--- config.mk ---
export PLATFORM = sky130hd
export DESIGN_NAME = mix_cols_seq
export DESIGN_NICKNAME = d
export VERILOG_FILES = /design/src/rtl/aes_pkg.sv /design/src/rtl/mul_cols_enc.sv /design/src/rtl/mix_cols_seq.sv
export SDC_FILE = /design/constraint.sdc
export NUM_CORES = 1
export LEC_CHECK = 0
export ABC_AREA = 1
export ABC_CLOCK_PERIOD_IN_PS = 6600
export BUFFER_PORTS_ARGS = -buffer_cell sky130_fd_sc_hd__buf_2
export CAP_MARGIN = 10
export CELL_PAD_IN_SITES_DETAIL_PLACEMENT = 1
export CELL_PAD_IN_SITES_GLOBAL_PLACEMENT = 1
export CORE_ASPECT_RATIO = 0.6
export CORE_MARGIN = 2
export CORE_UTILIZATION = 36
export CTS_CLUSTER_SIZE = 40
export DETAILED_ROUTE_END_ITERATION = 16
export PLACE_DENSITY = 0.86
export SLEW_MARGIN = 20
export SYNTH_ARGS = -nofsm -noshare
export SYNTH_HDL_FRONTEND = slang
export SYNTH_SLANG_ARGS = --single-unit
--- constraint.sdc ---
create_clock -name clk -period 6.6 [get_ports clk]
set_input_delay 1.98 -clock clk [delete_from_list [all_inputs] [get_ports clk]]
set_output_delay 1.98 -clock clk [all_outputs]
set_load 0.02 [all_outputs]
--- src/rtl/aes_pkg.sv ---
// Shared AES datapath constants, the MixColumns sequencer state type, and GF(2^8) helpers.
package aes_pkg;

    localparam int AES_STATE_W = 128;
    localparam int AES_COL_W   = 32;
    localparam int AES_NCOL    = 4;

    typedef enum logic [1:0] {
        IDLE = 2'd0,
        BUSY = 2'd1,
        DONE = 2'd2
    } mcs_state_t;

    // Multiply by x in GF(2^8), reduction polynomial 0x11B.
    function automatic logic [7:0] xtime(input logic [7:0] a);
        return {a[6:0], 1'b0} ^ (a[7] ? 8'h1b : 8'h00);
    endfunction

endpackage

--- src/rtl/mul_cols_enc.sv ---
// Combinational MixColumns on one 32-bit column; byte 0 is bits [31:24].
// Zero latency, no handshake.
module mul_cols_enc
    import aes_pkg::*;
(
    input  logic [AES_COL_W-1:0] col_in,
    output logic [AES_COL_W-1:0] col_out
);

    logic [7:0] a0, a1, a2, a3;
    logic [7:0] x0, x1, x2, x3;

    assign a0 = col_in[31:24];
    assign a1 = col_in[23:16];
    assign a2 = col_in[15:8];
    assign a3 = col_in[7:0];

    assign x0 = xtime(a0);
    assign x1 = xtime(a1);
    assign x2 = xtime(a2);
    assign x3 = xtime(a3);

    // 3*a is xtime(a)^a, so each row is {2,3,1,1} rotated.
    assign col_out[31:24] = x0 ^ (x1 ^ a1) ^ a2 ^ a3;
    assign col_out[23:16] = a0 ^ x1 ^ (x2 ^ a2) ^ a3;
    assign col_out[15:8]  = a0 ^ a1 ^ x2 ^ (x3 ^ a3);
    assign col_out[7:0]   = (x0 ^ a0) ^ a1 ^ a2 ^ x3;

endmodule

--- src/rtl/mix_cols_seq.sv ---
// Sequenced MixColumns: one column per cycle through a shared column unit, result after 5 cycles
// (1 when bypassed); holds the result in DONE until out_ready, accepts nothing until back in IDLE.
module mix_cols_seq
    import aes_pkg::*;
(
    input  logic                   clk,
    input  logic                   rst,
    input  logic                   in_valid,
    output logic                   in_ready,
    input  logic [AES_STATE_W-1:0] in_data,
    input  logic                   in_bypass,
    output logic                   out_valid,
    input  logic                   out_ready,
    output logic [AES_STATE_W-1:0] out_data,
    output logic                   busy
);

    mcs_state_t             state;
    logic [AES_STATE_W-1:0] st;
    logic [1:0]             col;
    logic [AES_COL_W-1:0]   col_in;
    logic [AES_COL_W-1:0]   col_out;

    always_comb begin
        col_in = st[127:96];
        case (col)
            2'd0:    col_in = st[127:96];
            2'd1:    col_in = st[95:64];
            2'd2:    col_in = st[63:32];
            default: col_in = st[31:0];
        endcase
    end

    mul_cols_enc u_mul_cols_enc (
        .col_in  (col_in),
        .col_out (col_out)
    );

    always_ff @(posedge clk or posedge rst) begin
        if (rst) begin
            state <= IDLE;
            st    <= '0;
            col   <= '0;
        end else begin
            case (state)
                IDLE: begin
                    if (in_valid) begin
                        st    <= in_data;
                        col   <= '0;
                        state <= in_bypass ? DONE : BUSY;
                    end
                end
                BUSY: begin
                    // In-place write-back into the slot currently selected by col.
                    for (int c = 0; c < AES_NCOL; c++) begin
                        if (col == 2'(c))
                            st[AES_STATE_W-1-AES_COL_W*c -: AES_COL_W] <= col_out;
                    end
                    col <= col + 2'd1;
                    if (col == 2'd3)
                        state <= DONE;
                end
                DONE: begin
                    if (out_ready)
                        state <= IDLE;
                end
                default: state <= IDLE;
            endcase
        end
    end

    assign in_ready  = (state == IDLE);
    assign out_valid = (state == DONE);
    assign busy      = (state != IDLE);
    assign out_data  = st;

endmodule

==> metrics.md <==
| Metric | Value |
|---|---|
| Final setup viols | 0 |
| Worst slew pin tran | 1038 ps |
| Final HPWL from detailed placement | 32,310 um |
| DRT iter0 DRCs | 1,060 |
| Yosys warns | 0 |
| GR Layer Usage met1 | 0.4769 |
| Pin count of the biggest net entering global routing | 92 |
| Antenna cells | 0 |
| Clock latency on the worst-skew pair | 450 ps |
| CTS Buf Count | 17 |
| Area of the multi-input gates | 0.005211 mm^2 |
| CP Max Fanout | 33 |
| Clk pin slew, worst setup/hold paths | 70 ps |
| Met2 usage | 0.4935 |
| Mean number of vias per cell | 5.755 |
| Fmax | 264.6 MHz |
| Status | finished, final reports clean |
| Number of global-route vias before repair | 11,162 |
| Async set-or-reset flop fraction in the synthesized netlist | 1.000 |
| Starting density of the core | 0.3682 |
| Mapped cell area | 0.008959 mm^2 |
| Grt peak-use layer | met2 |
| PortBufs | 263 |
| Final period utilization | 0.5727 |
| P&R area growth vs syn | 23.88% |
| Number of synthesized register bits | 132 |
| Share of cells above drive strength 1 | 0.2328 |
| Yosys top cell by area | dfrtp_1 |
| Clock root buffer | clkbuf_16 |
| Gate Count Post-Synth | 1,376 |
| Critical Path Source Type | primary input |
| Area contributors post-synth | dfrtp_1, nand2_1, a21oi_1, nor2_1, nand3_1 |
| CTS tree | yes |
| Clock Skews | 14.46 ps |
| CTS max path bufs | 2 |
| Cells resized by post-CTS repair | 0 |
| Max Cap Viol | 0 |
| Final hold vios | 0 |
| Worst EP arrival | 4070 ps |
| Setup tns final | 0 ps |
| EDFF count, synth | 0 |
| Die Wd | 207.7 um |
| First-pass DRT Iterations | 6 |
| # rows | 44 |
| DR vias | 11,200 |
| Period minus WS final | 3780 ps |
| Max-slew headroom | 0.3065 |
| Detailed-route wire length per cell | 22.50 um |
| RD Place Congestion | 0.9128 |
| Clock sink count | 132 |
| Pins Over Slew Limit | 0 |
| Core ar. | 0.02433 mm^2 |
| Initial antenna violation count | 0 |
| First-pass GRT wire length | 66,630 um |
| Nets | 1,748 |
| # IOs | 264 |
| Post-synthesis sequential area ratio | 0.3687 |
| Net Count, Synth | 1,513 |
| Setup Fix Bufs, Post-CTS | 0 |
| Residual DRC | 0 |
| Seq. cell area | 0.003303 mm^2 |
| Synth cell types | 36 |
| GRT met3 Usage | 0.09127 |
| Commonest non-fill, non-tap cell in the layout | nand2_1 |
| Worst setup EP type | flop |
| Die Area | 0.02620 mm^2 |
| Post-synth top area share | 0.3687 |
| Total grt overflow | 0 |
| Cts hold-fix bufs | 0 |
| Crit path kind | in -> reg |
| Die Span Y | 126.2 um |
| GR Util All Layers | 0.3326 |
| Syn Area/Cell | 6.511 um^2 |
| Filler instances | 3,299 |
| DRT Wirelength | 43,790 um |
| Synth Flop Type | dfrtp_1 |
| Post-route ant nets | 0 |
| Most frequent cells in the layout | nand2_1, a21oi_1, buf_2, nor2_1, dfrtp_1 |
| Worst path required time | 6890 ps |
| RSZ-0062 raised after global routing | no |
| Htree depth | 4 |
| Worst min-delay path category | reg -> reg |
[worst max-delay path, stage by stage]
cell and delay, ps:
buf_2 100, inv_1 40, nor2_1 450, inv_1 190
o21ai_2 100, buf_4 450, inv_1 80, buf_4 290
a21oi_1 230, a21oi_1 130
[synthesized netlist by cell type, types with 2 or more instances]
cell type,n
nand2_1,519
ha_1,4
nor2_2,11
nand3_1,64
nand3b_1,2
inv_2,2
nand2_4,4
nor2_1,197
clkbuf_1,39
xnor2_1,5
o21ai_0,3
dfrtp_1,132
nand3_2,10
nand2_2,8
buf_6,4
a21oi_1,265
o21bai_4,3
o21ai_1,4
nor2_4,13
o21bai_1,9
buf_2,11
buf_4,3
o21bai_2,5
inv_1,43
o21ai_2,5
[metrics by stage]
step / std cells / instance area, um^2 / setup WS, ps / util / hold WS (ps)
floorplan: 1376 / 8959 / 1094 / - / 515.4
global placement: 1914 / 10510 / 2570 / 0.4319 / 537.6
detailed placement: 1914 / 10510 / 2460 / 0.4319 / 549.6
CTS: 1946 / 11100 / 2903 / 0.4561 / 566.9
global route: 1946 / 11100 / 2690 / 0.4561 / 597.9
finish: 1946 / 11100 / 2820 / 0.4561 / 565.8
[layout make-up]
class / count / share of cell area
multi-input cells: 1138 / 0.4696
flip-flops and latches: 132 / 0.2976
repair buffers: 275 / 0.1267
clock buffers: 17 / 0.03833
well taps: 322 / 0.03630
inverters: 47 / 0.01680
clock inverters: 15 / 0.01466
[sequential cells by signal (all words and copies together), names as in the netlist]
| signal | count |
|---|---|
| out_data | 128 |
| col | 2 |
| state | 2 |
[final timing paths]
check | from | slack [ps] | endpoint | cells after the start
max | in_valid | 2820 | out_data[109] | 10
min | out_data[101] | 570 | out_data[101] | 2
max reg2reg | col[0] | 3000 | out_data[109] | 12
min reg2reg | out_data[101] | 570 | out_data[101] | 2
max in group asynchronous | rst | 3720 | out_data[11] | 3
min in group asynchronous | rst | 1710 | out_data[61] | 2
[routing by layer]
metal	vias to the layer above	wire length (um)
met5	-	0
met4	0	1005
met2	600	18860
li1	4926	-
met3	80	5011
met1	5594	18910
[logic make-up (layout without fill, tap and decap cells)]
logic type,after synthesis,count (layout),share of synthesized area
DFF,132,132,0.3687
adders and majority gates,4,4,0.005587
buffers and inverters,106,354,0.05209
xor gates and xnor gates,5,5,0.004888
and+or+nand+nor,831,831,0.3867
AOI/OAI and AO/OA,298,298,0.1820
Power is left out: the tool's default activity adds up to more than one toggle a clock period on the data nets, which glitch-free logic cannot reach.
